===== src/rtl/hazard_stall_ctrl.sv =====
// rtl/hazard_stall_ctrl.sv - load-use/branch/dmem-wait stall and flush control for the 5-stage core
// Optional stall_cycles performance counter enabled by HAZARD_PERF_CNT_EN.
module hazard_stall_ctrl #(
  parameter int FLUSH_CYCLES = 1,
  parameter int CNT_W        = 16
) (
  input  logic             clk,
  input  logic             reset_n,
  input  logic [4:0]       addr_a,
  input  logic [4:0]       addr_b,
  input  logic             uses_a,
  input  logic             uses_b,
  input  logic [4:0]       dest_ex,
  input  logic             memrd_ex,
  input  logic             branch_taken,
  input  logic             dmem_busy,
  output logic             pc_wr_en,
  output logic             ifid_wr_en,
  output logic             idex_wr_en,
  output logic             exmem_wr_en,
  output logic             ifid_flush,
  output logic             idex_bubble,
  output logic [CNT_W-1:0] stall_cycles
);

  typedef enum logic [1:0] {RUN, FLUSH, MEM_WAIT} state_t;

  localparam logic [2:0] FLUSH_RELOAD = 3'(FLUSH_CYCLES - 1);
  localparam state_t     BR_STATE     = (FLUSH_CYCLES > 1) ? FLUSH : RUN;

  state_t     state_q, state_d;
  logic [2:0] flush_cnt_q, flush_cnt_d;
  logic       pend_q, pend_d;
  logic       load_use;

  // X31 is the zero/discard register, so it never carries a dependency.
  assign load_use = memrd_ex && (dest_ex != 5'd31) &&
                    ((uses_a && (addr_a == dest_ex)) || (uses_b && (addr_b == dest_ex)));

  always_ff @(posedge clk or negedge reset_n) begin
    if (!reset_n) begin
      state_q     <= RUN;
      flush_cnt_q <= 3'd0;
      pend_q      <= 1'b0;
    end else begin
      state_q     <= state_d;
      flush_cnt_q <= flush_cnt_d;
      pend_q      <= pend_d;
    end
  end

  always_comb begin
    state_d     = state_q;
    flush_cnt_d = flush_cnt_q;
    pend_d      = pend_q;
    pc_wr_en    = 1'b1;
    ifid_wr_en  = 1'b1;
    idex_wr_en  = 1'b1;
    exmem_wr_en = 1'b1;
    ifid_flush  = 1'b0;
    idex_bubble = 1'b0;

    if (dmem_busy) begin
      // Whole pipe freezes; a branch resolved meanwhile is remembered for the release cycle.
      pc_wr_en    = 1'b0;
      ifid_wr_en  = 1'b0;
      idex_wr_en  = 1'b0;
      exmem_wr_en = 1'b0;
      state_d     = MEM_WAIT;
      if (branch_taken) pend_d = 1'b1;
    end else begin
      unique case (state_q)
        RUN, MEM_WAIT: begin
          if (branch_taken || (state_q == MEM_WAIT && (pend_q || flush_cnt_q != 3'd0))) begin
            ifid_flush  = 1'b1;
            idex_bubble = 1'b1;
            pend_d      = 1'b0;
            state_d     = BR_STATE;
            flush_cnt_d = FLUSH_RELOAD;
          end else begin
            state_d = RUN;
            if (load_use) begin
              pc_wr_en    = 1'b0;
              ifid_wr_en  = 1'b0;
              idex_bubble = 1'b1;
            end
          end
        end
        FLUSH: begin
          ifid_flush  = 1'b1;
          idex_bubble = 1'b1;
          if (branch_taken) begin
            state_d     = BR_STATE;
            flush_cnt_d = FLUSH_RELOAD;
          end else if (flush_cnt_q <= 3'd1) begin
            state_d     = RUN;
            flush_cnt_d = 3'd0;
          end else begin
            flush_cnt_d = flush_cnt_q - 3'd1;
          end
        end
        default: state_d = RUN;
      endcase
    end

    if (!reset_n) begin
      pc_wr_en    = 1'b0;
      ifid_wr_en  = 1'b0;
      idex_wr_en  = 1'b0;
      exmem_wr_en = 1'b0;
      ifid_flush  = 1'b0;
      idex_bubble = 1'b0;
    end
  end

`ifdef HAZARD_PERF_CNT_EN
  logic [CNT_W-1:0] stall_q, stall_d;

  always_comb begin
    stall_d = stall_q;
    if (!pc_wr_en && (stall_q != {CNT_W{1'b1}})) stall_d = stall_q + 1'b1;
  end

  always_ff @(posedge clk or negedge reset_n) begin
    if (!reset_n) stall_q <= '0;
    else          stall_q <= stall_d;
  end

  assign stall_cycles = stall_q;
`else
  assign stall_cycles = '0;
`endif

endmodule


===== config.mk =====
export PLATFORM = sky130hd
export DESIGN_NAME = hazard_stall_ctrl
export DESIGN_NICKNAME = d
export VERILOG_FILES = /design/src/rtl/hazard_stall_ctrl.sv
export SDC_FILE = /design/constraint.sdc
export NUM_CORES = 1
export LEC_CHECK = 0
export CORE_UTILIZATION = 28
export CTS_BUF_LIST = sky130_fd_sc_hd__clkbuf_16
export CTS_CLUSTER_SIZE = 20
export DETAILED_ROUTE_END_ITERATION = 7
export PLACE_DENSITY = 0.93
export SLEW_MARGIN = 15
export SYNTH_ARGS = -nofsm -noshare
export SYNTH_HDL_FRONTEND = slang
export SYNTH_SLANG_ARGS = --single-unit
export TNS_END_PERCENT = 100

===== constraint.sdc =====
create_clock -name clk -period 2.62 [get_ports clk]
set_clock_uncertainty 0.2 [all_clocks]
set_input_delay 0.524 -clock clk [delete_from_list [all_inputs] [get_ports clk]]
set_output_delay 0.524 -clock clk [all_outputs]
set_load 0.005 [all_outputs]

==> results of run 1 <==
## sequential cells by signal, indices dropped and copies added (netlist names)
register and count:
pend_q 1, state_q 1
## per-layer routing
metal / GRT usage [%] / wire [um]
met1: 11.0 / 359
met2: 33.8 / 622
met3: 5.78 / 89
met4: 15.5 / 38
met5: 0 / 0
## placed cells by master, fill, tap and decap left out
master and instances:
o22a_1 1, dlygate4sd2_1 7, a32oi_1 1, a21oi_1 1, and2_0 1, clkbuf_16 3
dfrtp_1 2, clkdlybuf4s50_1 13, o211ai_1 2, conb_1 16, nand2_1 1, inv_1 1
buf_2 3, nor2_1 2, o22ai_2 1, nor4_1 1, dlymetal6s2s_1 4, nand2b_4 1
xnor2_1 2, o21a_1 1, xor2_1 8, nand3_1 1, nor4_2 1, buf_4 7
## where the power goes
part           internal [uW]  switching, uW
Sequential              33.4           1.31
Combinational           48.5           34.1
Clock                    194           32.5
## cells by family after synthesis
kind of cell              synth area share, %
AOI/OAI and AO/OA                        13.5
xor gates and xnor gates                 23.1
buffers and inverters                    36.6
DFF                                      13.2
other                                   0.989
and+or+nand+nor                          12.5
## worst max-delay path: stages
cell and delay, ns:
clkdlybuf4s50_1 0.41, xor2_1 0.16, nor4_1 0.27, a32oi_1 0.13
buf_4 0.16, o22ai_2 0.08, buf_2 0.14
## layout make-up
type / count / area, um^2
multi-input combinational: 41 / 260
inverter: 1 / 3.75
fill: 109 / 470
timing repair buffer: 34 / 309
tap: 14 / 17.5
sequential: 2 / 50.0
clock buffer: 3 / 75.1
## how the worst max path moves through the flow
stage / from / to / cells past startpoint
after floorplan: dest_ex[3] / pc_wr_en / 5
after global placement: dest_ex[3] / idex_bubble / 6
after detailed placement: dest_ex[2] / idex_bubble / 6
after CTS: addr_a[3] / idex_bubble / 7
after global routing: addr_b[4] / idex_bubble / 7
final: addr_b[4] / idex_bubble / 7
## metrics by stage
stage | total power [uW] | util, % | hold slack [ns] | instance area [um^2] | std cells
final | 344 | 60.3 | 0.309 | 716 | 95
after global routing | 359 | 60.3 | 0.333 | 716 | 95
after CTS | 347 | 58.3 | 0.308 | 692 | 95
after detailed placement | 121 | 53.4 | 0.303 | 633 | 91
after global placement | 118 | 53.4 | 0.289 | 633 | 91
after floorplan | 81.5 | - | 0.0284 | 435 | 62
## what timing repair did
action                                  CTS  global route
resized for setup                        19             6
hold buffers                              0             0
gates cloned                              0             0
pin swaps                                 7             3
buffers inserted                          1             0
hold endpoints to repair                  0             0
endpoints found under the setup margin    3             5
==> impl_metrics.ini, run 1 <==
[placed_design]
port_buffers = 27
dp_hpwl_um = 909
gp_congestion = 0.610
place_ws_ns = -0.435

[sta]
hold_viol_final = 0
slew_violations = 0
setup_viol = 0
rsz0062_at_grt = no
fin_ws_ns = 0.0274
finalCritPeriodShare_pct = 99.0
period_needed_ns = 2.59
tns_ns = 0
max_clock_freq_mhz = 386

[logic_synthesis]
synthesis.area_um2 = 379
synth-seq-area-share_pct = 13.2
synth_cell_types = 19
ys.flop_type = dfrtp_1
synth_commonest_cells = buf_4, xor2_1
synthArstFlopShare_pct = 100
yosysWarningCount = 0
synth_top_area_cell = buf_4
synthCells = 47
syn_avg_cell_area_um2 = 8.07
synth_edf_count = 0
yosysMostFrequentCell = buf_4
synth_top_area_share_pct = 35.6
synthTopCellsByArea = buf_4, xor2_1, dfrtp_1
synth-seq-cells = 2

[setup_path]
end_kind = primary output
r2r_cells = 2
ff2ff_setup_slack_ns = 1.73
r2r-start = state_q[1]$_DFF_PN0_
critPathKind = primary input to primary output
cp.arrival_ns = 1.87
worstPathRequired_ns = 1.90
cp-start-kind = primary input
r2r_end = pend_q$_DFFE_PN0P_
path_max_fanout = 2

[clocking]
clock_path_buffers = 2
htreeDepth = 1
cts_buffers = 3
root_buffer = clkbuf_16
clkLatencyLatePin_ns = 0.22
numClockSinks = 2
path_clk_slew_ns = 0.03
cts_tree = done

[die]
start_util_pct = 32.0
core_area_um2 = 1190
die_w_um = 38.8
rows = 12
die_h_um = 38.8
io_pins = 44
dieArea_um2 = 1510

[global_routing]
track_usage_pct = 16.8
grt_pass1_wl_um = 1510
antenna_found_initial = 0
grt_overflow_total = 0
grt_max_degree = 4
grt_pass1_vias = 402

[power]
max-vdd-ir-drop_uv = 339
power_leakage_uw = 0.000375
p_per_area_nw_per_um2 = 480

[worst_hold_path]
hold_path_startpoint = pend_q$_DFFE_PN0P_
min-delay-path-class = flop to flop
holdPathEnd = pend_q$_DFFE_PN0P_
hold_depth = 1

[final_layout]
area_growth_pct = 88.8
drive_gt1_share_pct = 19.8
nets = 105
diodes = 0

[routing]
ant_nets = 0
drc = 0
drt_iter0_markers = 2
wl_per_cell_um = 11.7
vias_per_cell = 4.36
dr.pass1.iters = 3
vias = 414
wl_um = 1110

[outcome]
status = complete, no violations

[job]
cap_violations = 0
(Power assumes the default switching activity.)
==> run 2, diff against run 1 <==
- GPL_ROUTABILITY_DRIVEN: not set -> 0
==> results of run 2 <==
Same layout as run 1: the final DEF is identical, and so are final timing and power.
